==> src/rtl/etf_flow_analyzer.sv <==
// rtl/etf_flow_analyzer.sv - shift-add AUM multiplier and flow-vs-AUM basis-point alert with valid/ready result
// Optional record/alert counters: define ETF_FLOW_STATS_EN.
module etf_flow_analyzer #(
  parameter int unsigned THRESH_BPS = 50,
  parameter int unsigned MUL_CYCLES = 32
) (
  input  logic        clk,
  input  logic        reset_n,
  input  logic [31:0] shares_outstanding,
  input  logic [31:0] nav,
  input  logic [31:0] flow_daily,
  input  logic        valid_in,
  output logic        busy,
  output logic [63:0] aum,
  output logic        alert,
  output logic        out_valid,
  input  logic        out_ready,
`ifdef ETF_FLOW_STATS_EN
  output logic [15:0] rec_count,
  output logic [15:0] alert_count,
`endif
  output logic [7:0]  overrun_cnt
);

  localparam logic [1:0] S_IDLE = 2'd0;
  localparam logic [1:0] S_MUL  = 2'd1;
  localparam logic [1:0] S_CMP  = 2'd2;
  localparam logic [1:0] S_OUT  = 2'd3;

  logic [1:0]  state;
  logic        valid_in_q;
  logic        start;
  logic [63:0] mcand;
  logic [31:0] mplr;
  logic [31:0] flow_reg;
  logic [63:0] acc;
  logic [4:0]  cnt;
  logic [45:0] lhs;
  logic [77:0] rhs;

  assign start = valid_in & ~valid_in_q;

  // Full-width products so neither side of the threshold comparison can truncate.
  assign lhs = {14'b0, flow_reg} * 46'd10000;
  assign rhs = {14'b0, acc} * 78'(THRESH_BPS);

  always_ff @(posedge clk or negedge reset_n) begin
    if (!reset_n) begin
      state       <= S_IDLE;
      valid_in_q  <= 1'b0;
      mcand       <= '0;
      mplr        <= '0;
      flow_reg    <= '0;
      acc         <= '0;
      cnt         <= '0;
      busy        <= 1'b0;
      aum         <= '0;
      alert       <= 1'b0;
      out_valid   <= 1'b0;
      overrun_cnt <= '0;
`ifdef ETF_FLOW_STATS_EN
      rec_count   <= '0;
      alert_count <= '0;
`endif
    end else begin
      valid_in_q <= valid_in;

      // A new record while one is in flight is dropped, never queued.
      if (start && state != S_IDLE && overrun_cnt != 8'hFF)
        overrun_cnt <= overrun_cnt + 8'd1;

      case (state)
        S_IDLE: begin
          if (start) begin
            mcand    <= {32'b0, shares_outstanding};
            mplr     <= nav;
            flow_reg <= flow_daily;
            acc      <= '0;
            cnt      <= 5'(MUL_CYCLES - 1);
            busy     <= 1'b1;
            state    <= S_MUL;
          end
        end
        S_MUL: begin
          if (mplr[0])
            acc <= acc + mcand;
          mplr  <= mplr >> 1;
          mcand <= mcand << 1;
          cnt   <= cnt - 5'd1;
          if (cnt == 5'd0)
            state <= S_CMP;
        end
        S_CMP: begin
          aum       <= acc;
          alert     <= ({32'b0, lhs} > rhs);
          out_valid <= 1'b1;
          state     <= S_OUT;
        end
        S_OUT: begin
          if (out_ready) begin
            out_valid <= 1'b0;
            busy      <= 1'b0;
            state     <= S_IDLE;
`ifdef ETF_FLOW_STATS_EN
            rec_count <= rec_count + 16'd1;
            if (alert)
              alert_count <= alert_count + 16'd1;
`endif
          end
        end
        default: state <= S_IDLE;
      endcase
    end
  end

endmodule
==> config.mk <==
export PLATFORM = sky130hd
export DESIGN_NAME = etf_flow_analyzer
export DESIGN_NICKNAME = d
export VERILOG_FILES = /design/src/rtl/etf_flow_analyzer.sv
export SDC_FILE = /design/constraint.sdc
export NUM_CORES = 1
export LEC_CHECK = 0
export CAP_MARGIN = 0
export CORE_ASPECT_RATIO = 1.75
export CORE_MARGIN = 2
export CORE_UTILIZATION = 45
export DETAILED_ROUTE_END_ITERATION = 8
export PLACE_DENSITY = 0.67
export SLEW_MARGIN = 20
export SYNTH_ARGS = -nofsm -noshare
export SYNTH_HDL_FRONTEND = slang
export SYNTH_SLANG_ARGS = --single-unit
==> constraint.sdc <==
create_clock -name clk -period 7.3 [get_ports clk]
set_input_delay 1.46 -clock clk [delete_from_list [all_inputs] [get_ports clk]]
set_output_delay 1.46 -clock clk [all_outputs]
set_load 0.01 [all_outputs]
Word-level counts from Yosys, hierarchy flattened
Index checks and enable logic that the tools add are counted.
- flip-flop bits (word level): 275
- logic and storage cells: 59
- output and inout bits: 75
- input port bits: 100
- reduce and logical (&&, ||, !) cells: 14
- $add $sub $neg: 3
- bitwise operators: 2
- multiply operators: 2
- equal/unequal tests: 8
- mux-type cells: 17
- magnitude comparators: 1
- operator list (cell ; count):
    $pmux W64 S2 ; 2
    $mux W64 ; 3
    $gt A46 B70 Y1 ; 1
    $mul A64 B5 Y69 const B ; 1
    $add A64 B64 Y64 ; 1
    $pmux W32 S2 ; 1
    $mul A32 B10 Y42 const B ; 1
    $mux W32 ; 1
    $pmux W5 S2 ; 1
    $reduce_and A3 Y1 ; 3
    $add A8 B1 Y8 const B ; 1
    $ne A2 B2 Y1 const B ; 4
    $ne A8 B8 Y1 const B ; 1
    $pmux W2 S4 ; 1
    $reduce_bool A2 Y1 ; 4
    $mux W2 ; 3
    $reduce_and A2 Y1 ; 3
    $logic_not A5 Y1 ; 1
    $mux W5 ; 1
    $sub A5 B1 Y5 const B ; 1
    $eq A2 B2 Y1 const B ; 2
    $pmux W1 S2 ; 2
    $eq A2 B1 Y1 const B ; 1
    $logic_and A1 B1 Y1 ; 2
    4 further kinds ; 5

Depth between registers and ports, before layout
Gate-level depths: netlist of run 1.
- depth in word-level cells: 4
- gate-level depth with buffers: 39
- gate-level depth less buffers: 39

Worst setup path after synthesis of run 1
Ideal clock, no wire load.
- path type: reg-to-reg
- start point: reg flow_reg[4]
- end point: reg alert
- library setup time: 0.083 ns
- arrival time: 7.674 ns
- period minus slack after synthesis: 7.757 ns
- buffers on the path: 0
- setup slack: -0.457 ns
- cell stages (with the launch flop): 40
- required time: 7.217 ns
- path through: dfrtp_1 > inv_1 > fa_1 > inv_1 > ha_1 > inv_1 > fa_1 > inv_1 > ha_1 > inv_1 > fa_1 > inv_1 > ha_1 > o21a_1 > o21ai_0 > nand2b_1 > a21oi_1 > o31ai_1 > (+4 left out) > or3b_2 > o211ai_1 > a21oi_1 > xnor2_1 > ha_1 > nand4_1 > nor3_1 > nand2_1 > o211ai_1 > or4_1 > nor3_1 > nand4_1 > or4_1 > nor4_2 > o2111ai_1 > nor4_2 > nand4_1 > o22ai_1
- longest elaborated chain between the ends: 2
- ends and longest elaborated chain (what ; line ; RTL):
    from (decl) ; 35 ; logic [31:0] flow_reg;
    from (signal assigned) ; 77 ; flow_reg <= flow_daily;
    $mul A32 B10 Y42 ; 44 ; assign lhs = {14'b0, flow_reg} * 46'd10000;
    $gt A46 B70 Y1 ; 95 ; alert <= ({32'b0, lhs} > rhs);
    to (signal assigned) ; 95 ;
    to (decl) ; 15 ; output logic alert,
Every way passes these cells.
A chain may end at the register's enable or synchronous reset.

Final worst setup path of run 1
Ends and elaborated chain as after synthesis.

==> metrics.csv, run 1 <==
stage;metric;value;unit
sta;max_slew headroom;25.6;%
grt;initial antenna violation count;2;
worst_hold_path;Hold EP;mplr[4]$_DFFE_PN0P_;
grt;Overflow after GRT;0;
synthesis;Top FF cell, synth;dfrtp_1;
detailed_routing;Post-DRT Antenna Nets;0;
critical_path;Worst R2R Path Depth;39;
critical_path;crit start category;register;
sta;Slew @ Worst Pin;1.12;ns
layout;most frequent cells in the layout;549 x inv_1, 425 x ha_1, 275 x dfrtp_1, 244 x nand2_1, 221 x o21ai_0;
layout;largest registers;acc x64, aum x64, mcand x64;
die;I/O pin count;175;
synthesis;Area contributors post-synth;dfrtp_1 24%, ha_1 19%, fa_1 10%;
critical_path;maximum fanout along the worst path;3;
cts;clk sinks;275;
layout;most common cell after layout, fill and taps aside;inv_1;
die;row count;121;
place;Detailed Place HPWL;57200;um
sta;Setup WS post-layout;-0.685;ns
sta;fmax;125;MHz
cts;H-tree lvl count;1;
cts;clock-pin slew on the worst setup and hold paths;0.07;ns
die;Placeable Area;62100;um^2
synthesis;flops & latches, synth;275;
outcome;failing checks;setup timing;
cts;maximum clock insertion buffer count;3;
synthesis;Synth Net Count;3809;
synthesis;Synth cell types;90;
sta;Final Hold Fails;0;
die;die area;64600;um^2
detailed_routing;number of remaining DRC errors;0;
critical_path;CP endpoint kind;register;
detailed_routing;vias post-DR;22700;
place;dpl ws;-0.719;ns
cts;Clk Latency, worst-skew pair;0.64;ns
critical_path;Crit path buffers/inverters;6;
critical_path;delay-heaviest family, CP;simple AND/OR/NAND/NOR gates;
place;port bufs;174;
job;# Max-Cap Violations;0;
worst_hold_path;Worst Hold Path Cells;2;
sta;period utilization;109;%
critical_path;WP data arrival;8.50;ns
critical_path;WS Path Type;register to register;
cts;TritonCTS Buffers;30;
synthesis;Post-synth EDFFs;0;
sta;final setup fails;1;
layout;Final Net Count;4059;
layout;fin cells;4212;
layout;P&R area growth vs syn;16.6;%
place;RePlAce Congestion;0.928;
die;die width;193;um
sta;Min Clock Period, post-route;7.98;ns
worst_hold_path;worst hold path startpoint;mplr[4]$_DFFE_PN0P_;
critical_path;critical path required time;7.82;ns
detailed_routing;initial drt markers;796;
critical_path;r2r endpoint;alert$_DFFE_PN0P_;
synthesis;cell accounting for the most synthesized area;dfrtp_1;
place;placed insts;4153;
sta;unrepaired setup endpoints after global routing;true;
critical_path;reg2reg setup slack;-0.68;ns
detailed_routing;post-DR vias/cell;5.38;
outcome;outcome;finished, violations left;
critical_path;Worst path max stage delay;0.54;ns
grt;first-pass GRT wire length;118000;um
sta;skew final;0.0423;ns
detailed_routing;WL/cell;16.9;um
die;Initial Util;45.3;%
synthesis;synthesized area;28100;um^2
synthesis;mean post-synth cell area;8.97;um^2
layout;layout cells sized above 1;10.7;%
synthesis;sequential-to-total area share from yosys stat;24.5;%
grt;vias in the first global route;23700;
layout;Final Core Density;52.8;%
cts;Root Buffer;clkbuf_16;
sta;Slew Limit Fails;0;
synthesis;asr flop ratio synth;100;%
synthesis;Post-Synthesis Cells;3137;
critical_path;Worst path slowest cell;fa_1;
cts;CTS tree;done;
die;height of the die;335;um
detailed_routing;DRT Wirelength;71000;um
grt;all-layer global routing usage;22.7;%
detailed_routing;DRT Pass-1 Iters;5;
layout;Fill cells;5774;
grt;largest net degree at the start of global routing;132;
synthesis;share of the synthesized area in the top cell type;24.5;%
worst_hold_path;Hold Path Class;register to register;
critical_path;R2R Path Start;flow_reg[4]$_DFFE_PN0P_;
synthesis;YS warnings;0;
-- Yosys cell counts, types with 8 or more instances --
cell type	count
dfrtp_1	275
or3_1	12
nor3_1	24
nand4_1	52
nand2b_1	26
o21ai_1	8
xor2_1	66
nand3_1	39
a22o_1	40
nand2_1	244
o21ai_0	222
o211ai_1	19
inv_1	556
buf_1	8
buf_2	11
a21oi_1	208
mux2_2	100
a211oi_1	9
mux2i_1	70
xnor2_1	80
and3_1	9
o21a_1	31
a21o_1	78
ha_1	429
clkbuf_1	81
a31oi_1	14
nor2_1	102
nor2b_1	21
o21bai_1	26
fa_1	143
-- layer usage --
| layer | up-vias | wire length [um] | GRT usage (%) |
|---|---|---|---|
| li1 | 11200 | - | - |
| met1 | 11000 | 27200 | 24.7 |
| met2 | 355 | 38900 | 43.8 |
| met3 | 155 | 1840 | 1.97 |
| met4 | 0 | 3060 | 9.45 |
| met5 | - | 0 | 0 |
-- metrics by stage --
step / TNS, ns / hold slack [ns] / area, um^2
5_1_grt: -1.13 / 0.500 / 32800
4_1_cts: -0.638 / 0.484 / 32700
6_report: -0.685 / 0.474 / 32800
2_1_floorplan: -0.300 / 0.450 / 28100
3_5_place_dp: -0.719 / 0.470 / 31600
3_3_place_gp: -0.674 / 0.461 / 31600
-- cells by family (layout without fill, tap and decap cells) --
logic type      Yosys count  count (layout)  share of synthesized area [%]
simple gates            573             573                           9.65
xor+xnor                146             146                           4.55
flops                   275             275                           24.5
fa+ha+maj               572             572                           29.3
compound gates          741             741                           16.7
other cells               0               2                              0
buf+inv                 660             934                           8.90
mux                     170             170                           6.49
-- worst min-delay path: cells and delay by family (launching register included) --
kind / cells / cell delay, ns
DFF: 1 / 0.34
AOI/OAI and AO/OA: 1 / 0.05
and+or+nand+nor: 1 / 0.04
-- layout make-up --
cell class,instances,area (um^2),area share (%)
clock buffer,37,797,2.43
sequential,275,6880,21.0
multi-input combinational,2202,18900,57.6
clock inverter,19,265,0.809
tap,799,1000,3.05
antenna,2,5.00,0.0153
inverter,556,2090,6.36
timing repair buffer,322,2870,8.75
-- how the worst max path moves through the flow --
stage / start / end / slack, ns / depth (start not counted)
3_5_place_dp: flow_reg[5]$_DFFE_PN0P_ / alert$_DFFE_PN0P_ / -0.72 / 39
3_3_place_gp: flow_reg[5]$_DFFE_PN0P_ / alert$_DFFE_PN0P_ / -0.67 / 39
4_1_cts: flow_reg[4]$_DFFE_PN0P_ / alert$_DFFE_PN0P_ / -0.64 / 39
2_1_floorplan: flow_reg[4]$_DFFE_PN0P_ / alert$_DFFE_PN0P_ / -0.30 / 39
5_1_grt: flow_reg[4]$_DFFE_PN0P_ / alert$_DFFE_PN0P_ / -1.13 / 39
6_report: flow_reg[4]$_DFFE_PN0P_ / alert$_DFFE_PN0P_ / -0.68 / 39
-- timing repair --
| item | in CTS | in global routing |
|---|---|---|
| buffers inserted | 1 | 0 |
| setup endpoints to repair | 1 | 1 |
| gates resized for setup | 11 | 12 |
| hold buffers | 0 | 0 |
| gates cloned | 0 | 0 |
| pin swaps | 7 | 5 |
Power of run 1 is not shown: default switching activity piles up to over one toggle a cycle in this logic, so the estimate is an artifact.
==> run 2, diff against run 1 <==
Settings changed: CORE_UTILIZATION 45 to 35, PLACE_DENSITY 0.67 to 0.55.
==> run 2 against run 1 <==
Against the previous run: the flow still finishes with violations (setup timing); fmax rose by 1.5%; sequential share of layout area decreased by 0.23 points; sequential cell count did not move; largest cell class unchanged; count of clock-buffer cells in the layout increased by 2; critical endpoint unchanged; worst setup slack improved by 0.12 ns; register-to-register slack better by 0.12 ns; non-clock buffer count grew 15; die area up 28%; first-iteration DRC count decreased by 5.9%; via count is 0.61% lower; clock skew is 0.024 ns lower.
==> metrics.csv, run 2 (synthesized netlist as in run 1, its figures left out) <==
stage;metric;value;unit;change
outcome;outcome;finished, violations left;;
outcome;failing checks;setup timing;;
layout;Sequential Area;6880;um^2;unchanged
critical_path;Worst R2R Path Depth;39;;unchanged
grt;vias in the first global route;23600;;-0.26%
sta;unrepaired setup endpoints after global routing;true;;
die;die area;82700;um^2;+28%
cts;TritonCTS Buffers;31;;+3.3%
layout;most common cell after layout, fill and taps aside;inv_1;;
critical_path;Worst path max stage delay;0.53;ns;about the same
sta;period utilization;108;%;-1.6 points
critical_path;Crit path buffers/inverters;6;;unchanged
cts;CTS tree;done;;
layout;most frequent cells in the layout;551 x inv_1, 425 x ha_1, 275 x dfrtp_1, 244 x nand2_1, 222 x o21ai_0;;
cts;maximum clock insertion buffer count;3;;unchanged
grt;first-pass GRT wire length;123000;um;+4.5%
sta;skew final;0.0183;ns;-0.0241 ns
detailed_routing;vias post-DR;22500;;-0.61%
cts;clock-pin slew on the worst setup and hold paths;0.06;ns;about the same
grt;largest net degree at the start of global routing;126;;-4.5%
layout;multi-input logic area;18900;um^2;-0.19%
die;Placeable Area;79700;um^2;+28%
critical_path;CP endpoint kind;register;;
cts;clk sinks;275;;unchanged
sta;final setup fails;1;;unchanged
critical_path;R2R Path Start;flow_reg[4]$_DFFE_PN0P_;;
sta;Final Hold Fails;0;;unchanged
sta;fmax;127;MHz;+1.5%
die;die width;218;um;+13%
sta;Slew @ Worst Pin;1.04;ns;-0.0743 ns
place;RePlAce Congestion;0.867;;-6.6%
place;Detailed Place HPWL;61500;um;+7.5%
cts;Root Buffer;clkbuf_16;;
layout;largest registers;acc x64, aum x64, mcand x64;;
job;# Max-Cap Violations;0;;unchanged
critical_path;delay-heaviest family, CP;simple AND/OR/NAND/NOR gates;;
critical_path;crit start category;register;;
layout;P&R area growth vs syn;17.9;%;
critical_path;WS Path Type;register to register;;
die;I/O pin count;175;;unchanged
layout;Fill cells;7964;;+38%
critical_path;critical path required time;7.85;ns;+0.03 ns
layout;Final Net Count;4075;;+0.39%
critical_path;Stages on worst setup path;39;;unchanged
detailed_routing;DRT Pass-1 Iters;6;;+1
detailed_routing;initial drt markers;749;;-5.9%
die;height of the die;379;um;+13%
critical_path;r2r endpoint;alert$_DFFE_PN0P_;;
sta;Setup WS post-layout;-0.569;ns;+0.116 ns
sta;Min Clock Period, post-route;7.87;ns;-0.116 ns
worst_hold_path;Hold Path Class;register to register;;
critical_path;Worst path slowest cell;fa_1;;
critical_path;reg2reg setup slack;-0.57;ns;+0.12 ns
sta;Setup TNS;-0.569;ns;+0.116 ns
critical_path;WP data arrival;8.42;ns;-0.08 ns
critical_path;maximum fanout along the worst path;3;;unchanged
critical_path;CP Launch Point;flow_reg[4]$_DFFE_PN0P_;;
critical_path;Worst Setup EP;alert$_DFFE_PN0P_;;
die;row count;137;;+13%
detailed_routing;WL/cell;16.8;um;-0.43%
detailed_routing;Post-DRT Antenna Nets;0;;unchanged
cts;Clk Latency, worst-skew pair;0.63;ns;about the same
grt;all-layer global routing usage;18.6;%;-4.1 points
detailed_routing;DRT Wirelength;75000;um;+5.6%
critical_path;most used cell, CP;inv_1;;
detailed_routing;post-DR vias/cell;5.04;;-6.3%
cts;H-tree lvl count;1;;unchanged
grt;initial antenna violation count;1;;-1
layout;layout cells sized above 1;10.9;%;+0.17 points
detailed_routing;number of remaining DRC errors;0;;unchanged
place;port bufs;174;;unchanged
sta;max_slew headroom;30.6;%;+5.0 points
cts;hold_buf cts;0;;unchanged
die;Initial Util;35.3;%;-10 points
grt;Overflow after GRT;0;;unchanged
sta;Slew Limit Fails;0;;unchanged
run 2: cell count changes in the layout (fill, tap and decap cells not counted), moves of 2 or more:
| cell | change |
|---|---|
| clkinvlp_4 | +2 |
| nor3_2 | -3 |
| buf_4 | +15 |
| inv_1 | +2 |
| clkbuf_1 | -3 |
| bufinv_16 | -2 |
| inv_2 | -2 |
| clkbuf_8 | +4 |
| clkinv_2 | -5 |
| nor3_1 | +3 |
run 2: what timing repair did:
action,CTS,global route
pin swaps,6,0
gates resized for setup,10,1
endpoints found under the setup margin,1,1
setup buffers,0,0
run 2: cell type report:
type / count / share of cell area [%]
multi-input combinational: 2202 / 56.9
sequential: 275 / 20.8
timing repair buffer: 337 / 8.99
inverter: 556 / 6.29
tap: 1042 / 3.93
clock buffer: 39 / 2.61
clock inverter: 14 / 0.551
antenna: 1 / 0.00755
run 2: through the flow:
stage | hold slack, ns | instance area, um^2 | setup WS [ns] | util [%] | cells
floorplan | 0.450 | 28100 | -0.300 | - | 3137
global placement | 0.462 | 32100 | -0.713 | 40.2 | 4412
detailed placement | 0.470 | 32100 | -0.749 | 40.2 | 4412
CTS | 0.484 | 33200 | -0.602 | 41.6 | 4465
global route | 0.505 | 33200 | -1.31 | 41.6 | 4466
finish | 0.476 | 33200 | -0.569 | 41.6 | 4466
run 2: worst min-delay path, delay by kind of cell (launching register included):
kind	cells	cell delay [ns]
AO/OA/AOI/OAI	1	0.06
flip-flops	1	0.34
AND/OR/NAND/NOR	1	0.05
run 2: metal layers:
layer  vias up  GRT usage (%)  wire, um
met5         -              0         0
met1     10900           19.6     28500
met3       106           1.45      1750
li1      11200              -         -
met2       284           38.2     42600
met4         0           5.46      2110
run 2: how the worst min path moves through the flow:
stage / start / end / slack, ns / depth (start not counted)
final: mplr[4]$_DFFE_PN0P_ / mplr[4]$_DFFE_PN0P_ / 0.48 / 2
after global routing: mplr[7]$_DFFE_PN0P_ / mplr[7]$_DFFE_PN0P_ / 0.50 / 2
after CTS: mplr[4]$_DFFE_PN0P_ / mplr[4]$_DFFE_PN0P_ / 0.48 / 2
after detailed placement: mplr[4]$_DFFE_PN0P_ / mplr[4]$_DFFE_PN0P_ / 0.47 / 2
after global placement: mplr[4]$_DFFE_PN0P_ / mplr[4]$_DFFE_PN0P_ / 0.46 / 2
after floorplan: mplr[10]$_DFFE_PN0P_ / mplr[10]$_DFFE_PN0P_ / 0.45 / 2
Power of run 2 is left out for the same reason.
==> run 3, diff against run 2 <==
Settings changed: CTS_BUF_LIST set to sky130_fd_sc_hd__clkbuf_2 sky130_fd_sc_hd__clkbuf_4 sky130_fd_sc_hd__clkbuf_8, PLACE_DENSITY 0.55 to 0.53, SLEW_MARGIN 20 to unset.
Clock period 7.3 ns to 10.2 ns, I/O delays scaled along.
==> run 3 against run 2 <==
Against the previous run: sequential cell count unchanged; non-clock buffer count down 152; critical endpoint unchanged; sequential share of layout area up 0.69 points; the run now ends clean; final area down 3.2%; global-route usage up 0.24 points; critical path type unchanged; count of clock-buffer cells in the layout up 37; highest routed layer unchanged.
==> metrics.csv, run 3 (synthesized netlist as in run 1, its figures left out) <==
stage;metric;value;unit;change
grt;all-layer global routing usage;18.8;%;+0.24 points
sta;unrepaired setup endpoints after global routing;false;;
detailed_routing;Post-DRT Antenna Nets;0;;unchanged
critical_path;WP data arrival;9.28;ns;+0.86 ns
sta;final setup fails;0;;-1
grt;initial antenna violation count;1;;unchanged
die;die area;82700;um^2;unchanged
cts;clock-pin slew on the worst setup and hold paths;0.07;ns;about the same
die;row count;137;;unchanged
cts;TritonCTS Buffers;51;;+65%
die;Initial Util;35.3;%;unchanged
critical_path;crit start category;register;;
sta;Slew @ Worst Pin;0.989;ns;-0.0519 ns
worst_hold_path;Hold Path Class;register to register;;
die;die width;218;um;unchanged
detailed_routing;vias post-DR;22100;;-2.0%
detailed_routing;DRT Wirelength;75200;um;+0.32%
detailed_routing;WL/cell;17.3;um;+2.9%
sta;fmax;115;MHz;-9.2%
cts;Clk Latency, worst-skew pair;0.68;ns;+0.05 ns
detailed_routing;DRT Pass-1 Iters;5;;-1
cts;CTS tree;done;;
layout;largest registers;acc x64, aum x64, mcand x64;;
layout;P&R area growth vs syn;14.1;%;
die;height of the die;379;um;unchanged
critical_path;maximum fanout along the worst path;5;;+2
cts;postcts setup bufs;0;;unchanged
sta;skew final;0.0384;ns;+0.0202 ns
sta;Min Clock Period, post-route;8.67;ns;+0.801 ns
sta;max_slew headroom;34.0;%;+3.5 points
place;port bufs;174;;unchanged
critical_path;critical path required time;10.81;ns;+2.96 ns
die;I/O pin count;175;;unchanged
layout;Final Core Density;40.3;%;-1.3 points
cts;Root Buffer;clkbuf_8;;
cts;hold_buf cts;0;;unchanged
critical_path;Worst path max stage delay;0.55;ns;+0.02 ns
layout;most common cell after layout, fill and taps aside;inv_1;;
critical_path;CP endpoint kind;register;;
grt;first-pass GRT wire length;124000;um;+0.61%
sta;Setup WS post-layout;1.53;ns;+2.10 ns
layout;layout cells sized above 1;7.55;%;-3.3 points
sta;Setup TNS;0;ns;+0.569 ns
critical_path;WS Path Type;register to register;;
layout;Sequential Area;6880;um^2;unchanged
sta;Final Hold Fails;0;;unchanged
cts;CTS resizes;0;;-10
cts;maximum clock insertion buffer count;3;;unchanged
detailed_routing;post-DR vias/cell;5.06;;+0.46%
die;Placeable Area;79700;um^2;unchanged
critical_path;most used cell, CP;inv_1;;
layout;Fill cells;8173;;+2.6%
job;# Max-Cap Violations;0;;unchanged
detailed_routing;number of remaining DRC errors;0;;unchanged
sta;final hold slack;0.484;ns;+0.00775 ns
grt;vias in the first global route;23300;;-1.5%
sta;period utilization;85.0;%;-23 points
outcome;outcome;finished clean;;
layout;most frequent cells in the layout;556 x inv_1, 427 x ha_1, 275 x dfrtp_1, 244 x nand2_1, 222 x o21ai_0;;
cts;clk sinks;275;;unchanged
grt;Overflow after GRT;0;;unchanged
place;dpl ws;1.54;ns;+2.29 ns
place;Detailed Place HPWL;60500;um;-1.6%
grt;largest net degree at the start of global routing;106;;-16%
critical_path;Worst path slowest cell;fa_1;;
detailed_routing;initial drt markers;759;;+1.3%
layout;multi-input logic area;18800;um^2;-0.35%
cts;H-tree lvl count;2;;+1
place;RePlAce Congestion;0.859;;-0.93%
sta;Slew Limit Fails;0;;unchanged
layout;Final Net Count;3943;;-3.2%
run 3: cell count changes in the layout (fill, tap and decap cells not counted), moves of 4 or more:
cell / change
buf_4: -151
clkbuf_8: +56
clkbuf_16: -31
clkbuf_4: +14
inv_1: +5
inv_2: -5
clkinv_2: +4
run 3: area by class of cell:
cell class                      instances  area share [%]
Antenna cell                            2          0.0156
Clock buffer                           76            2.99
Clock inverter                         17           0.725
Inverter                              556            6.50
Multi-Input combinational cell       2202            58.6
Sequential cell                       275            21.4
Tap cell                             1042            4.06
Timing Repair Buffer                  185            5.70
run 3: critical path: cells and delay by family (launching register included):
kind / cells / cell delay, ns
buffers and inverters: 6 / 0.37
AND/OR/NAND/NOR: 13 / 2.84
adder cells (fa/ha/maj): 7 / 2.79
flip-flops: 1 / 0.43
XOR/XNOR: 1 / 0.14
AO/OA/AOI/OAI: 12 / 2.02
run 3: metal layers:
| metal | vias to the layer above | wire, um | global-route usage [%] |
|---|---|---|---|
| li1 | 10900 | - | - |
| met1 | 10700 | 29300 | 20.4 |
| met2 | 289 | 42100 | 37.6 |
| met3 | 110 | 1770 | 1.92 |
| met4 | 0 | 2090 | 5.70 |
| met5 | - | 0 | 0 |
run 3: per-stage QoR:
step	cells	instance area, um^2
detailed placement	4260	30900
finish	4355	32100
floorplan	3137	28100
global placement	4260	30900
global route	4354	32100
CTS	4353	32100
run 3: final timing paths:
path	from	to	slack [ns]	cells after the start
setup / recovery	flow_reg[4]$_DFFE_PN0P_	alert$_DFFE_PN0P_	1.53	39
hold / removal	mplr[19]$_DFFE_PN0P_	mplr[19]$_DFFE_PN0P_	0.48	2
setup reg to reg	flow_reg[4]$_DFFE_PN0P_	alert$_DFFE_PN0P_	1.53	39
hold reg to reg	mplr[19]$_DFFE_PN0P_	mplr[19]$_DFFE_PN0P_	0.48	2
max in group asynchronous	reset_n	acc[60]$_DFFE_PN0P_	7.33	2
min in group asynchronous	reset_n	mplr[11]$_DFFE_PN0P_	1.37	1
Power of run 3 is left out for the same reason.
